File: src/rtl/router_pkg.sv
// Shared constants and types for the router output-port arbiter slice.
package router_pkg;

    localparam int ROUTER_NUM_IN  = 4;
    localparam int ROUTER_FLIT_W  = 32;
    localparam int ROUTER_CREDITS = 4;
    localparam int CREDIT_W       = 4;

    typedef enum logic {
        ARB_IDLE = 1'b0,
        ARB_LOCK = 1'b1
    } arb_state_t;

    typedef struct packed {
        logic [ROUTER_FLIT_W-1:0] data;
        logic                     head;
        logic                     tail;
    } flit_t;

endpackage

File: src/rtl/rr_picker.sv
// Combinational round-robin priority encoder: returns the first requester
// found when scanning from ptr upward, wrapping modulo N.
module rr_picker #(
    parameter int N     = 4,
    parameter int IDX_W = $clog2(N)
) (
    input  logic [N-1:0]     req,
    input  logic [IDX_W-1:0] ptr,
    output logic             found,
    output logic [IDX_W-1:0] idx
);

    int pos;

    // Scan offsets from farthest to nearest so the nearest match is written last.
    always_comb begin
        found = 1'b0;
        idx   = '0;
        pos   = 0;
        for (int k = N - 1; k >= 0; k--) begin
            pos = int'(ptr) + k;
            if (pos >= N) begin
                pos = pos - N;
            end
            if (req[pos]) begin
                found = 1'b1;
                idx   = IDX_W'(pos);
            end
        end
    end

endmodule

File: src/rtl/router_port_arbiter.sv
// Output-port controller: round-robin packet arbitration with wormhole
// locking, downstream credit gating and a registered output flit stage.
module router_port_arbiter
    import router_pkg::*;
#(
    parameter int NUM_IN  = ROUTER_NUM_IN,
    parameter int FLIT_W  = ROUTER_FLIT_W,
    parameter int CREDITS = ROUTER_CREDITS,
    parameter int IDX_W   = $clog2(NUM_IN)
) (
    input  logic                     clk,
    input  logic                     rst,
    input  logic [NUM_IN-1:0]        in_valid,
    input  logic [NUM_IN*FLIT_W-1:0] in_data,
    input  logic [NUM_IN-1:0]        in_head,
    input  logic [NUM_IN-1:0]        in_tail,
    output logic [NUM_IN-1:0]        in_ready,
    output logic                     out_valid,
    output logic [FLIT_W-1:0]        out_data,
    output logic                     out_head,
    output logic                     out_tail,
    input  logic                     credit_return,
    output logic [IDX_W-1:0]         grant_id,
    output logic                     busy,
    output logic                     credit_err
);

    localparam logic [CREDIT_W-1:0] CREDIT_MAX = CREDIT_W'(CREDITS);
    localparam logic [IDX_W-1:0]    LAST_IDX   = IDX_W'(NUM_IN - 1);

    arb_state_t          state_q, state_d;
    logic [IDX_W-1:0]    owner_q, owner_d;
    logic [IDX_W-1:0]    rr_ptr_q, rr_ptr_d;
    logic [CREDIT_W-1:0] credits_q, credits_d;
    logic                credit_err_q, credit_err_d;
    logic                out_valid_q, out_valid_d;
    logic [FLIT_W-1:0]   out_data_q, out_data_d;
    logic                out_head_q, out_head_d;
    logic                out_tail_q, out_tail_d;

    logic                xfer;
    logic [FLIT_W-1:0]   sel_data;
    logic                sel_head;
    logic                sel_tail;
    logic                pick_found;
    logic [IDX_W-1:0]    pick_idx;

    rr_picker #(
        .N     (NUM_IN),
        .IDX_W (IDX_W)
    ) u_picker (
        .req   (in_valid & in_head),
        .ptr   (rr_ptr_q),
        .found (pick_found),
        .idx   (pick_idx)
    );

    assign sel_data = in_data[owner_q*FLIT_W +: FLIT_W];
    assign sel_head = in_head[owner_q];
    assign sel_tail = in_tail[owner_q];
    assign xfer     = |(in_valid & in_ready);

    always_ff @(posedge clk) begin
        if (rst) begin
            state_q      <= ARB_IDLE;
            owner_q      <= '0;
            rr_ptr_q     <= '0;
            credits_q    <= CREDIT_MAX;
            credit_err_q <= 1'b0;
            out_valid_q  <= 1'b0;
            out_data_q   <= '0;
            out_head_q   <= 1'b0;
            out_tail_q   <= 1'b0;
        end else begin
            state_q      <= state_d;
            owner_q      <= owner_d;
            rr_ptr_q     <= rr_ptr_d;
            credits_q    <= credits_d;
            credit_err_q <= credit_err_d;
            out_valid_q  <= out_valid_d;
            out_data_q   <= out_data_d;
            out_head_q   <= out_head_d;
            out_tail_q   <= out_tail_d;
        end
    end

    always_comb begin
        state_d      = state_q;
        owner_d      = owner_q;
        rr_ptr_d     = rr_ptr_q;
        credits_d    = credits_q;
        credit_err_d = credit_err_q;
        out_valid_d  = xfer;
        out_data_d   = out_data_q;
        out_head_d   = out_head_q;
        out_tail_d   = out_tail_q;

        if (xfer) begin
            out_data_d = sel_data;
            out_head_d = sel_head;
            out_tail_d = sel_tail;
        end

        case (state_q)
            ARB_IDLE: begin
                if (pick_found) begin
                    state_d = ARB_LOCK;
                    owner_d = pick_idx;
                end
            end
            ARB_LOCK: begin
                if (xfer && sel_tail) begin
                    state_d  = ARB_IDLE;
                    rr_ptr_d = (owner_q == LAST_IDX) ? '0 : owner_q + IDX_W'(1);
                end
            end
            default: state_d = ARB_IDLE;
        endcase

        // A transfer can only happen with credits available, so no underflow.
        case ({xfer, credit_return})
            2'b10: credits_d = credits_q - CREDIT_W'(1);
            2'b01: begin
                if (credits_q == CREDIT_MAX) begin
                    credit_err_d = 1'b1;
                end else begin
                    credits_d = credits_q + CREDIT_W'(1);
                end
            end
            default: credits_d = credits_q;
        endcase
    end

    always_comb begin
        in_ready = '0;
        for (int i = 0; i < NUM_IN; i++) begin
            in_ready[i] = (state_q == ARB_LOCK) && (owner_q == IDX_W'(i)) &&
                          (credits_q != '0);
        end
        busy       = (state_q == ARB_LOCK);
        grant_id   = owner_q;
        out_valid  = out_valid_q;
        out_data   = out_data_q;
        out_head   = out_head_q;
        out_tail   = out_tail_q;
        credit_err = credit_err_q;
    end

endmodule

File: config.mk
export PLATFORM = sky130hd
export DESIGN_NAME = router_port_arbiter
export DESIGN_NICKNAME = d
export VERILOG_FILES = /design/src/rtl/router_pkg.sv /design/src/rtl/rr_picker.sv /design/src/rtl/router_port_arbiter.sv
export SDC_FILE = /design/constraint.sdc
export NUM_CORES = 1
export LEC_CHECK = 0
export ABC_AREA = 1
export CAP_MARGIN = 20
export CORE_MARGIN = 2
export CORE_UTILIZATION = 41
export DETAILED_ROUTE_END_ITERATION = 8
export PLACE_DENSITY = 0.9
export SKIP_CTS_REPAIR_TIMING = 1
export SYNTH_ARGS = -nofsm -noshare
export SYNTH_HDL_FRONTEND = slang
export SYNTH_SLANG_ARGS = --single-unit
export TNS_END_PERCENT = 5
File: constraint.sdc
create_clock -name clk -period 5.13 [get_ports clk]
set_input_delay 1.026 -clock clk [delete_from_list [all_inputs] [get_ports clk]]
set_output_delay 1.026 -clock clk [all_outputs]
set_load 0.005 [all_outputs]
==> flow_summary.yaml <==
yosys:
  synth-main-ff-cell: "dfxtp_1"
  netlist_area_um2: 3023
  synth_cell_types: 31
  synth_fp_nets: 626
  synth_edf_count: 0
  postSynth.asyncResetShare: 0
  synth_commonest_cells: "nor2_1, o21ai_0, dfxtp_1"
  yosys-top-cells-area: "dfxtp_1, nor2_1, o21ai_0"
  syn_inst: 476
  synthMostInstantiatedCell: "nor2_1"
  synth_top_cell_by_area: "dfxtp_1"
  syn_area_per_cell_um2: 6.351
  ys_ff_latch: 45
  synthDominantCellAreaShare: 0.2980
  ys_seq_area_frac: 0.2980
  yosys_warnings: 0
die:
  die_x_um: 89.87
  design.core.area_um2: 7214
  die_h_um: 89.87
  io_pins: 186
  row_count: 31
  start_util: 0.4190
  fp.dieArea_um2: 8076
clock_tree:
  numCtsBuffers: 5
  cts_tree: "done"
  clk_transition_reported_paths_ns: 0.08
  cts_num_sinks: 45
  h-tree-depth: 2
  clock_path_buffers: 2
  insertion_delay_ns: 0.29
  cts_root_buf: "clkbuf_8"
power:
  seqPwrFrac: 0.320
  p_per_area_nw_per_um2: 320.3
  leakage_nw: 1.978
  swShare: 0.3978
  p_int_mw: 0.9583
  clockPowerShare: 0.131
  pwr-share-comb: 0.549
  finalPower_mw: 1.591
  p_sw_mw: 0.6330
  ir_drop_mv: 0.1472
timing:
  fin_skew_ns: 0.008112
  finalCritPeriodShare: 0.6399
  rsz0062_at_grt: "no"
  max_slew_margin: 0.3739
  final.setup.worst_slack_ns: 1.847
  tns_ns: 0
  tightest_slew_ns: 0.9392
  setup_viol: 0
  post-route-min-period_ns: 3.283
  hold_viol: 0
  max_freq_ghz: 0.3046
  final_max_slew_viol_count: 0
  hold_ws_ns: 0.4701
detailed_routing:
  vias: 3756
  final_antenna_net_count: 0
  avgRoutedWirePerCell_um: 13.59
  vias_per_cell: 5.089
  wl_um: 10030
  drc: 0
  dr.pass1.iters: 4
  dr.first_iter.drc_count: 179
grt:
  grtUsageMet1: 0.2837
  antenna_found_initial: 0
  grt_overflow: 0
  grt_util_met3: 0.05365
  first_global_vias: 3523
  met2_usage: 0.4356
  grt_max_degree: 74
  grt_pass1_wl_um: 16130
  grtUsageTotal: 0.2379
  grt.busiest_layer: "met2"
place:
  gp_congestion: 0.8136
  dp.cells: 729
  io_buffers: 185
  dp_worst_setup_slack_ns: 1.807
  dpl.hpwl_um: 7394
setup_path:
  path_max_fanout: 70
  critical_path_required_ns: 4.10
  ff2ff_setup_slack_ns: 1.96
  cp.arrival_ns: 2.26
  critPathKind: "flop to output pin"
  worst_setup_path_start_kind: "flop"
  path_cells: "inv_2 -> ha_1 -> nand2_1 -> nor2_1 -> clkdlybuf4s50_1"
  crit_buf_inv: 2
  cp_top_family: "buffers and inverters"
  cp_slowest_cell: "inv_2"
  slowest_delay_ns: 0.65
  end_kind: "output pin"
finish:
  regArea_um2: 902.1
  area_growth_pct: 64.36
  stdcell_count: 738
  multiInputGateArea_um2: 1886
  final_nets: 788
  fillers: 619
  n_antenna_cell: 0
  drive_above_1_share: 0.04851
min_path:
  hold_class: "flop to flop"
run:
  max_cap_viol_count: 0
status:
  status: "complete, no violations"
[state kept, by name, indices dropped and copies added, names as in the netlist]
register,flops
grant_id,2
out_data,32
credits_q,4
out_head,1
credit_err,1
out_valid,1
rr_ptr_q,2
out_tail,1
busy,1
[metal layers]
metal / share of wire / up-vias
li1: - / 1924
met1: 0.41 / 1699
met2: 0.52 / 127
met3: 0.061 / 6
met4: 0.0087 / 0
met5: 0 / -
[metrics by stage]
| stage | utilization | instance area (µm²) |
|---|---|---|
| final | 0.6887 | 4969 |
| after global routing | 0.6887 | 4969 |
| after floorplan | - | 3023 |
| after global placement | 0.6734 | 4858 |
| after detailed placement | 0.6734 | 4858 |
| after CTS | 0.6849 | 4941 |
[final cells by class]
type | instances | area share
Clock buffer | 6 | 0.01461
Sequential cell | 45 | 0.1816
Timing Repair Buffer | 188 | 0.3813
Multi-Input combinational cell | 378 | 0.3795
Clock inverter | 2 | 0.002015
Inverter | 20 | 0.01612
Tap cell | 99 | 0.02493
[path summary, 6_finish.rpt]
| kind | endpoint | depth (start not counted) | from |
|---|---|---|---|
| setup / recovery | in_ready[2] | 5 | grant_id[0] |
| hold / removal | credit_err | 1 | credit_err |
| setup reg to reg | credits_q[3] | 15 | grant_id[0] |
| hold reg to reg | credit_err | 1 | credit_err |
[cell families after synthesis]
group | share of synthesized area
buffers and inverters | 0.07823
AO/OA/AOI/OAI | 0.2616
AND/OR/NAND/NOR | 0.3220
flip-flops | 0.2980
adder cells (fa/ha/maj) | 0.03146
XOR/XNOR | 0.008694
[power by group through the flow]
stage,Combinational [mW],Clock [mW],Sequential [mW]
2_1_floorplan,0.509,0,0.512
3_3_place_gp,0.840,0,0.511
3_5_place_dp,0.865,0,0.515
4_1_cts,0.869,0.217,0.508
5_1_grt,0.969,0.234,0.521
6_report,0.873,0.209,0.509
[cell usage in the layout (no fill, tap or decap), types with 2 or more instances in the layout]
master / n
nand3_1: 19
a31oi_1: 26
inv_1: 11
buf_4: 2
o22ai_1: 8
clkbuf_8: 5
dfxtp_1: 44
nor2_1: 146
xor2_1: 2
o21ai_0: 73
nand2_4: 3
clkdlybuf4s50_1: 185
clkinv_2: 2
a21oi_1: 10
inv_2: 5
inv_4: 2
nand2_1: 39
nor2_4: 3
o21ai_1: 31
clkinv_1: 2
ha_1: 6
nand3b_4: 3
Power figures use the tool's default switching activity.
